==> src/rtl/ram_arbiter.sv <==
// Two-port arbiter for the CPU's single-port RAM: instruction fetch and data load/store.
// Round-robin on contention, hides the RAM read latency behind a req/ack handshake.
module ram_arbiter #(
    parameter int ADDR_W = 8,
    parameter int DATA_W = 16,
    parameter int RD_LAT = 1
) (
    input  logic              clk,
    input  logic              rst,
    input  logic              f_req,
    input  logic [ADDR_W-1:0] f_addr,
    output logic              f_ack,
    output logic [DATA_W-1:0] f_rdata,
    input  logic              d_req,
    input  logic              d_we,
    input  logic [ADDR_W-1:0] d_addr,
    input  logic [DATA_W-1:0] d_wdata,
    output logic              d_ack,
    output logic [DATA_W-1:0] d_rdata,
    output logic [ADDR_W-1:0] ram_addr,
    output logic [DATA_W-1:0] ram_wdata,
    output logic              ram_we,
    output logic              ram_re,
    input  logic [DATA_W-1:0] ram_rdata,
    output logic              busy,
    output logic              last_grant
);

    localparam logic [1:0] ST_IDLE   = 2'd0;
    localparam logic [1:0] ST_ACCESS = 2'd1;
    localparam logic [1:0] ST_WAIT   = 2'd2;
    localparam logic [1:0] ST_DONE   = 2'd3;

    generate
        if (RD_LAT < 1 || RD_LAT > 7) begin : g_lat_check
            $error("ram_arbiter: RD_LAT must lie in 1..7");
        end
    endgenerate

    logic [1:0] state_r;
    logic [2:0] cnt_r;
    logic       req_any_s;
    logic       gnt_d_s;

    // Grant choice for the IDLE cycle: on a tie the port not served last wins.
    always_comb begin
        req_any_s = f_req | d_req;
        if (f_req && d_req) begin
            gnt_d_s = ~last_grant;
        end else if (d_req) begin
            gnt_d_s = 1'b1;
        end else begin
            gnt_d_s = 1'b0;
        end
    end

    // Access sequencer; last_grant doubles as the granted-port select until the next grant.
    always_ff @(posedge clk) begin
        if (rst) begin
            state_r    <= ST_IDLE;
            cnt_r      <= 3'd0;
            ram_addr   <= {ADDR_W{1'b0}};
            ram_wdata  <= {DATA_W{1'b0}};
            ram_we     <= 1'b0;
            ram_re     <= 1'b0;
            f_ack      <= 1'b0;
            d_ack      <= 1'b0;
            f_rdata    <= {DATA_W{1'b0}};
            d_rdata    <= {DATA_W{1'b0}};
            busy       <= 1'b0;
            last_grant <= 1'b1;
        end else begin
            ram_we <= 1'b0;
            ram_re <= 1'b0;
            f_ack  <= 1'b0;
            d_ack  <= 1'b0;
            case (state_r)
                ST_IDLE: begin
                    if (req_any_s) begin
                        state_r    <= ST_ACCESS;
                        busy       <= 1'b1;
                        last_grant <= gnt_d_s;
                        ram_addr   <= gnt_d_s ? d_addr : f_addr;
                        ram_wdata  <= gnt_d_s ? d_wdata : {DATA_W{1'b0}};
                        ram_we     <= gnt_d_s & d_we;
                        ram_re     <= ~(gnt_d_s & d_we);
                    end
                end
                ST_ACCESS: begin
                    if (ram_we) begin
                        state_r <= ST_DONE;
                        f_ack   <= ~last_grant;
                        d_ack   <= last_grant;
                    end else begin
                        cnt_r   <= 3'(RD_LAT);
                        state_r <= ST_WAIT;
                    end
                end
                ST_WAIT: begin
                    cnt_r <= cnt_r - 3'd1;
                    if (cnt_r == 3'd1) begin
                        state_r <= ST_DONE;
                        f_ack   <= ~last_grant;
                        d_ack   <= last_grant;
                        if (last_grant) begin
                            d_rdata <= ram_rdata;
                        end else begin
                            f_rdata <= ram_rdata;
                        end
                    end
                end
                ST_DONE: begin
                    state_r <= ST_IDLE;
                    busy    <= 1'b0;
                end
                default: begin
                    state_r <= ST_IDLE;
                    busy    <= 1'b0;
                end
            endcase
        end
    end

endmodule

==> config.mk <==
export PLATFORM = sky130hd
export DESIGN_NAME = ram_arbiter
export DESIGN_NICKNAME = d
export VERILOG_FILES = /design/src/rtl/ram_arbiter.sv
export SDC_FILE = /design/constraint.sdc
export NUM_CORES = 1
export LEC_CHECK = 0
export ABC_AREA = 1
export ABC_CLOCK_PERIOD_IN_PS = 1300
export BUFFER_PORTS_ARGS = -buffer_cell sky130_fd_sc_hd__buf_2
export CORE_UTILIZATION = 42
export DETAILED_ROUTE_END_ITERATION = 16
export HOLD_SLACK_MARGIN = 0.03
export PLACE_DENSITY = 0.75
export SLEW_MARGIN = 20
export SYNTH_ARGS = -nofsm -noshare
export SYNTH_HDL_FRONTEND = slang
export SYNTH_SLANG_ARGS = --single-unit
==> constraint.sdc <==
create_clock -name clk -period 1.3 [get_ports clk]
set_input_delay 0.065 -clock clk [delete_from_list [all_inputs] [get_ports clk]]
set_output_delay 0.065 -clock clk [all_outputs]
set_load 0.01 [all_outputs]
==> Word level (Yosys, flattened, before mapping) <==
Index checks and enable logic that the tools add are counted.
{ "word_totals": {"inputBits": 53, "out_inout_bits": 62, "reg_bits": 67} }
{ "op_classes": {"n_eq_ne": 7, "muxes": 18, "bitwise": 6, "n_addsub": 1, "reduce_logical": 11} }
{ "op_table": {"columns": ["cell", "count"], "rows": [
  ["two-way mux 16 bit", 1],
  ["two-way mux 1 bit", 8],
  ["two-way mux 8 bit", 1],
  ["one-hot mux 2 bit (4 select lines)", 1],
  ["AND reduction 2 bit", 4],
  ["!= test 2 bit (second input constant)", 3],
  ["one-hot mux 1 bit (2 select lines)", 3],
  ["one-hot mux 3 bit (2 select lines)", 1],
  ["AND reduction 3 bit", 2],
  ["== test 2 bit (second input constant)", 2],
  ["two-way mux 2 bit", 2],
  ["NOT 1 bit", 4],
  ["nonzero test 2 bit", 2],
  ["== test 3 x 1 -> 1 bit (second input constant)", 1],
  ["two-way mux 3 bit", 1],
  ["OR reduction 3 bit", 1],
  ["subtractor 3 x 1 -> 3 bit (second input constant)", 1],
  ["== test 2 x 1 -> 1 bit (second input constant)", 1],
  ["logical NOT 2 bit", 1],
  ["bitwise AND 1 bit", 1],
  ["logical AND 1 bit", 1],
  ["OR 1 bit", 1]
]} }

==> Logic depth before layout (Yosys ltp) <==
Gate-level depths: netlist (run 1).
{ "logic_depth": {"word_depth": 4, "ltp_mapped": 8, "depth_no_buf": 8} }

==> Least setup slack after synthesis (run 1) <==
No wires, ideal clock.
{ "synth_timing": {"kind": "register to register", "start": "reg state_r[0]", "end": "reg last_grant", "setup_slack_ns": -0.095, "stages_incl_launch_ff": 9, "period_less_slack_ns": 1.395, "arrival_time_ns": 1.274, "setup_time_ns": 0.122, "required_ns": 1.178, "path_buffers": 1, "cell_sequence": "dfxtp_1 > inv_1 > ha_1 > inv_1 > nor2_4 > inv_2 > buf_6 > a21oi_1 > nand2_1"} }
{ "synth_between": {"elab_chain_cells": 2} }
{ "synth_lines": {"columns": ["item", "line_no", "rtl"], "rows": [
  ["start: declaration", "40", "logic [1:0] state_r;"],
  ["start signal: assignment", "60", "state_r <= ST_IDLE;"],
  ["start signal: assignment", "80", "state_r <= ST_ACCESS;"],
  ["start signal: assignment", "91", "state_r <= ST_DONE;"],
  ["logical NOT 2 bit", "77", "case (state_r)"],
  ["AND reduction 2 bit (no line)", null, null],
  ["end signal: assignment", "82", "last_grant <= gnt_d_s;"],
  ["end: declaration", "26", "output logic last_grant"]
]} }
No other way between the ends.
A chain may end at the register's enable or synchronous reset.

==> Worst setup path in the final report (run 1) <==
{ "layout_timing": {"start": "reg state_r[0]", "end": "reg d_rdata[10]"} }
{ "layout_between": {"elab_chain_cells": 2} }
{ "layout_lines": {"columns": ["item", "line_no", "rtl"], "rows": [
  ["== test 2 bit", "77", null],
  ["AND reduction 3 bit (no line)", null, null],
  ["end signal: assignment", "69", "d_rdata <= {DATA_W{1'b0}};"],
  ["end signal: assignment", "106", "d_rdata <= ram_rdata;"],
  ["end: declaration", "19", "output logic [DATA_W-1:0] d_rdata,"]
]} }
No other way between the ends.

==> results of run 1 <==
[metrics by stage]
step | TNS, ns | hold slack [ns] | utilization | setup slack (ns) | instances
6_report | 0 | 0.03209 | 0.6570 | 0.04349 | 587
5_1_grt | -0.1061 | 0.03238 | 0.6570 | -0.02627 | 587
4_1_cts | 0 | 0.03051 | 0.6456 | 0.008241 | 584
3_5_place_dp | -0.04502 | 0.2641 | 0.5648 | -0.02876 | 539
3_3_place_gp | 0 | 0.2651 | 0.5648 | 0.03514 | 539
2_1_floorplan | -0.02121 | 0.1538 | - | -0.02121 | 350
[timing repair]
item | 4_1_cts | 5_1_grt
gates resized for setup | 5 | 23
endpoints found under the setup margin | 24 | 57
pin swaps | 0 | 1
setup buffers | 0 | 2
hold buffers | 29 | 1
hold endpoints to repair | 30 | 1
[flip-flops by register name (all words and copies together) (netlist names), 2 cells and up]
name / flops
d_rdata: 16
f_rdata: 16
ram_wdata: 16
ram_addr: 8
cnt_r: 3
state_r: 2
[path summary, 6_finish.rpt]
kind / startpoint / endpoint / depth (start not counted)
setup reg to reg: state_r[0] / d_rdata[10] / 6
hold reg to reg: d_rdata[5] / d_rdata[5] / 2
hold / removal: ram_rdata[0] / d_rdata[0] / 3
setup / recovery: state_r[0] / d_rdata[10] / 6
[worst register-to-register path, stage by stage (launching register included)]
cell     delay [ns]
dfxtp_2        0.34
inv_4          0.08
ha_2           0.19
nand4_1        0.15
buf_12         0.21
o21ai_1        0.14
a21oi_1        0.05
[final cells by class]
class,count,share of cell area
timing repair buffer,162,0.2677
clock inverter,2,0.008850
multi-input combinational,213,0.2693
tap,75,0.02370
inverter,54,0.05247
clock buffer,14,0.03856
sequential,67,0.3394
[layout by cell type, fill, tap and decap left out, drive strengths merged]
cell / instances
a21oi: 55
and3: 1
and3b: 1
buf: 132
bufinv: 1
clkbuf: 14
clkinv: 1
dfxtp: 67
dlygate4sd3: 30
ha: 7
inv: 54
nand2: 63
nand3: 2
nand3b: 1
nand4: 1
nor2: 35
nor3: 2
o21ai: 45
[cells by family after synthesis]
group,after synthesis,share of synthesized area
adder cells (fa/ha/maj),7,0.03294
flip-flops,67,0.5045
AND/OR/NAND/NOR,106,0.1642
AO/OA/AOI/OAI,100,0.1882
buffers and inverters,70,0.1101
[metal layers]
| layer | share of wire | GRT usage | routed length, um | vias up |
|---|---|---|---|---|
| met1 | 0.42 | 0.2253 | 2943 | 1249 |
| met4 | 0.0080 | 0.08750 | 56 | 0 |
| met3 | 0.078 | 0.06889 | 550 | 6 |
| met2 | 0.50 | 0.4017 | 3481 | 92 |
| met5 | 0 | 0 | 0 | - |
| li1 | - | - | - | 1419 |
[report_power, final]
part	switching, mW	total (mW)	internal, mW
clock network	0.730	1.67	0.940
logic	1.39	2.55	1.16
registers	0.179	2.57	2.39
==> flow_summary.toml, run 1 <==
[global_route]
overflow = 0
grt_pass1_wl_um = 11050
grt_pass1_vias = 2600
antenna_found_initial = 0
grt_usage = 0.2175
grt_max_degree = 33

[floorplanning]
die_y_um = 81.57
floorplan.rows = 28
coreArea_um2 = 6026
die_w_um = 81.57
die-area_um2 = 6653
io_pins = 115
start_util = 0.4412

[logic_synthesis]
synth.area.top_cells = "dfxtp_1 (50%), a21oi_1 (10%), nand2_1 (8.8%)"
netlist_area_um2 = 2659
synth-edff-count = 0
synth-main-ff-cell = "dfxtp_1"
avgSynthCellArea_um2 = 7.597
synth-async-reset-ratio = 0
ys_types = 23
mappedNetlistNets = 410
synth_common_cells = "dfxtp_1 (67), nand2_1 (62), a21oi_1 (55), inv_1 (52), nor2_1 (32)"
synth-seq-cells = 67
yosysTopAreaCellShare = 0.5045
ys_warn_count = 0
synth.most_common_cell = "dfxtp_1"
synthCells = 350
yosysSeqAreaShare = 0.5045
yosysTopAreaCell = "dfxtp_1"

[finish]
antenna_cells = 0
fin_area_um2 = 3959
final_nets = 567
drive_above_1_share = 0.3242
fill_cells = 521
multi_input_area_um2 = 1066
synthToLayoutAreaGrowth_pct = 48.89
register_area_um2 = 1344

[pwr]
p_per_area_nw_per_um2 = 1716
vdd_drop_max_uv = 903.4
fin_total_pwr_mw = 6.792
leakage_nw = 1.890

[detailed_routing]
drc_errors = 0
ant_nets = 0
initialDrtViolationCount = 99
vias = 2766
wl_per_cell_um = 11.98
dr.pass1.iters = 4
wirelength_um = 7031
via_per_inst = 4.712

[sta]
clock_skew_ns = 0.004221
worst_pin_slew_ns = 0.2724
hold_violations = 0
max_freq_ghz = 0.7959
min_period_ns = 1.257
period_share = 0.9665
setup_viol = 0
grt_setup_unrepaired = "yes"
slew_viol_final = 0
max_slew_margin = 0.8182

[worst_setup_path]
slowest_stage = "dfxtp_2"
max_stage_delay_ns = 0.34
r2r_setup_slack_ns = 0.04
crit_required_ns = 1.52
cp-start-kind = "flip-flop"
critPathKind = "reg2reg"
critPathTopFamily = "flip-flops"
crit_arrival_ns = 1.47
worstPathCellList = "inv_4 -> ha_2 -> nand4_1 -> buf_12 -> o21ai_1 -> a21oi_1"
cp-end-kind = "flip-flop"
path_max_fanout = 32
cp_num_buf_inv = 2

[place]
dp_hpwl_um = 4434
portBuffers = 114
gp_congestion = 0.7880
postPlaceCellArea_um2 = 3403

[min_path]
hp-class = "in2reg"

[clock_tree]
clk_latency_ns = 0.32
cts_tree = "yes"
cts-buffers-inserted = 9
cts_sinks = 67
cts_htree_levels = 3
clock-root-buffer = "clkbuf_8"
clockBufferDepth = 2
clkTransAtPathRegs_ns = 0.07

[run_status]
outcome = "completed"

[job]
cap_violations = 0
Note: power is estimated with default switching activity, not from simulation.
==> run 2, diff against run 1 <==
Settings changed: ABC_AREA 1 to not set.
==> run 2 against run 1 <==
The run now ends with negative setup slack left. Register-to-register slack worse by 0.09 ns. Die area is 3.6% lower. Combinational power shrank 8.6%. Clock power increased by 20%. Design area grew 9.4%. Global-route usage grew 2.1 points. Power up 1.8%. Worst setup slack lost 0.087 ns. Utilization up 7.9 points. Via count increased by 1.7%. Synthesized area fell by 3.7%. Critical path type unchanged. Largest power group unchanged. Highest routed layer unchanged.
==> flow_summary.toml, run 2 <==
[run_status]
outcome = "finished, violations left"
violations = "negative setup slack"

[sta]
worst_pin_slew_ns = 0.3935
max_freq_ghz = 0.7445
setup_slack_ns = -0.04325
slew_viol_final = 0
clock_skew_ns = 0.01536
period_share = 1.033
whs_ns = 0.1588
grt_setup_unrepaired = "yes"
hold_violations = 0
setup_viol = 6
min_period_ns = 1.343
max_slew_margin = 0.7376

[logic_synthesis]
ys_types = 35
avgSynthCellArea_um2 = 8.858
mappedNetlistNets = 349
synth-main-ff-cell = "dfxtp_1"
synth.most_common_cell = "nand2_1"
ys_warn_count = 0
yosysSeqAreaShare = 0.5239
yosysTopAreaCellShare = 0.5239
synth-async-reset-ratio = 0
synth-edff-count = 0
synth-seq-cells = 67
synth.area.top_cells = "dfxtp_1 (52%), nand2_1 (11%), a21oi_1 (10%)"
netlist_area_um2 = 2560
synthCells = 289
yosysTopAreaCell = "dfxtp_1"
synth_common_cells = "nand2_1 (76), dfxtp_1 (67), a21oi_1 (53), a22o_1 (16), o21ai_0 (11)"

[global_route]
grt_usage = 0.2388
antenna_found_initial = 0
grt_pass1_wl_um = 11740
grt_max_degree = 22
overflow = 0
grt_pass1_vias = 2641

[min_path]
hp-class = "in2reg"

[detailed_routing]
initialDrtViolationCount = 172
drc_errors = 0
ant_nets = 0
via_per_inst = 5.143
wirelength_um = 8248
dr.pass1.iters = 4
wl_per_cell_um = 15.08
vias = 2813

[floorplanning]
floorplan.rows = 28
die_y_um = 80.07
start_util = 0.4349
die-area_um2 = 6411
coreArea_um2 = 5886
die_w_um = 80.07
io_pins = 115

[finish]
largest_registers = "d_rdata: 16 flops, f_rdata: 16 flops, ram_wdata: 16 flops"
postLayoutCoreUtil = 0.7355
final_nets = 527
drive_above_1_share = 0.4153
layout_common_cells = "buf_2 (114), nand2_1 (72), dfxtp_1 (64)"
antenna_cells = 0
synthToLayoutAreaGrowth_pct = 69.11
final_common_cell = "buf_2"

[place]
gp_congestion = 0.8319
dp_hpwl_um = 4512
portBuffers = 114

[clock_tree]
cts_tree = "yes"
cts_sinks = 67
clkTransAtPathRegs_ns = 0.08
clock-root-buffer = "clkbuf_8"
cts-buffers-inserted = 9
cts_htree_levels = 3
clk_latency_ns = 0.35
clockBufferDepth = 2

[worst_setup_path]
cp-end-kind = "flip-flop"
critPathKind = "reg2reg"
cp-start-kind = "flip-flop"
slowest_stage = "dfxtp_4"
crit_arrival_ns = 1.58
path_max_fanout = 6
crit_required_ns = 1.54
worstPathCellList = "inv_4 -> ha_4 -> nor3b_4 -> a211oi_2 -> o221a_2"
max_stage_delay_ns = 0.37

[job]
cap_violations = 0

[pwr]
leakage_nw = 1.939
vdd_drop_max_uv = 1049
p_per_area_nw_per_um2 = 1598
[run 2: changes by cell type in the layout (fill, tap and decap cells not counted), sizes merged, moves of 13 or more]
| cell | change |
|---|---|
| dlygate4sd3 | +19 |
| o21ai | -33 |
| nor2 | -32 |
| a22o | +16 |
| inv | -45 |
| nand2 | +13 |
[run 2: cell type report]
cell class | count | area [um2]
Fill cell | 404 | 1556
Multi-Input combinational cell | 197 | 1309
Inverter | 7 | 33.78
Timing Repair Buffer | 185 | 1310
Clock buffer | 10 | 137.6
Clock inverter | 6 | 95.09
Sequential cell | 67 | 1350
Tap cell | 75 | 93.84
[run 2: what timing repair did]
action | in CTS | in global routing
gates resized for setup | 18 | 26
pin swaps | 2 | 8
hold endpoints to repair | 57 | 0
hold buffers | 49 | 0
cloned | 0 | 3
setup endpoints to repair | 59 | 63
buffers inserted | 2 | 3
[run 2: through the flow]
step           setup TNS [ns]  worst slack (ns)  instances  power (mW)  cell area [um2]
2_1_floorplan          -1.644          -0.07760        289       3.621             2639
3_3_place_gp           -6.459           -0.2079        474       4.222             3313
3_5_place_dp           -8.609           -0.2383        474       4.288             3313
4_1_cts               -0.1166          -0.03789        541       6.626             4145
5_1_grt                -1.887           -0.1067        547       7.271             4329
6_report              -0.1299          -0.04325        547       6.916             4329
[run 2: final timing paths]
check,endpoint,from,slack (ns),cells after the start
setup / recovery,state_r[0],state_r[1],-0.04,5
hold / removal,last_grant,d_req,0.16,3
setup reg to reg,state_r[0],state_r[1],-0.04,5
hold reg to reg,d_rdata[9],d_rdata[9],0.45,2
[run 2: routing by layer]
metal / vias to the layer above / wire length [um] / track usage
li1: 1366 / - / -
met1: 1307 / 3239 / 0.2639
met2: 114 / 4270 / 0.4085
met3: 26 / 472 / 0.06136
met4: 0 / 265 / 0.1464
met5: - / 0 / 0
[run 2: power by group]
part	switching, mW	internal [mW]	total (mW)
Clock	0.856	1.15	2.01
Combinational	1.13	1.20	2.33
Sequential	0.222	2.35	2.58
[run 2: cell families (layout without fill, tap and decap cells)]
group / count (synthesis) / count (layout) / share of synthesized area
buf+inv: 27 / 208 / 0.05279
compound gates: 89 / 89 / 0.2141
simple gates: 98 / 100 / 0.1711
mux: 1 / 1 / 0.003910
fa+ha+maj: 7 / 7 / 0.03421
flops: 67 / 67 / 0.5240
[run 2: critical path, delay by kind of cell (launching register included)]
kind            cells  cell delay [ns]
fa+ha+maj           1             0.17
flops               1             0.37
simple gates        1             0.27
compound gates      2             0.35
buf+inv             1             0.08
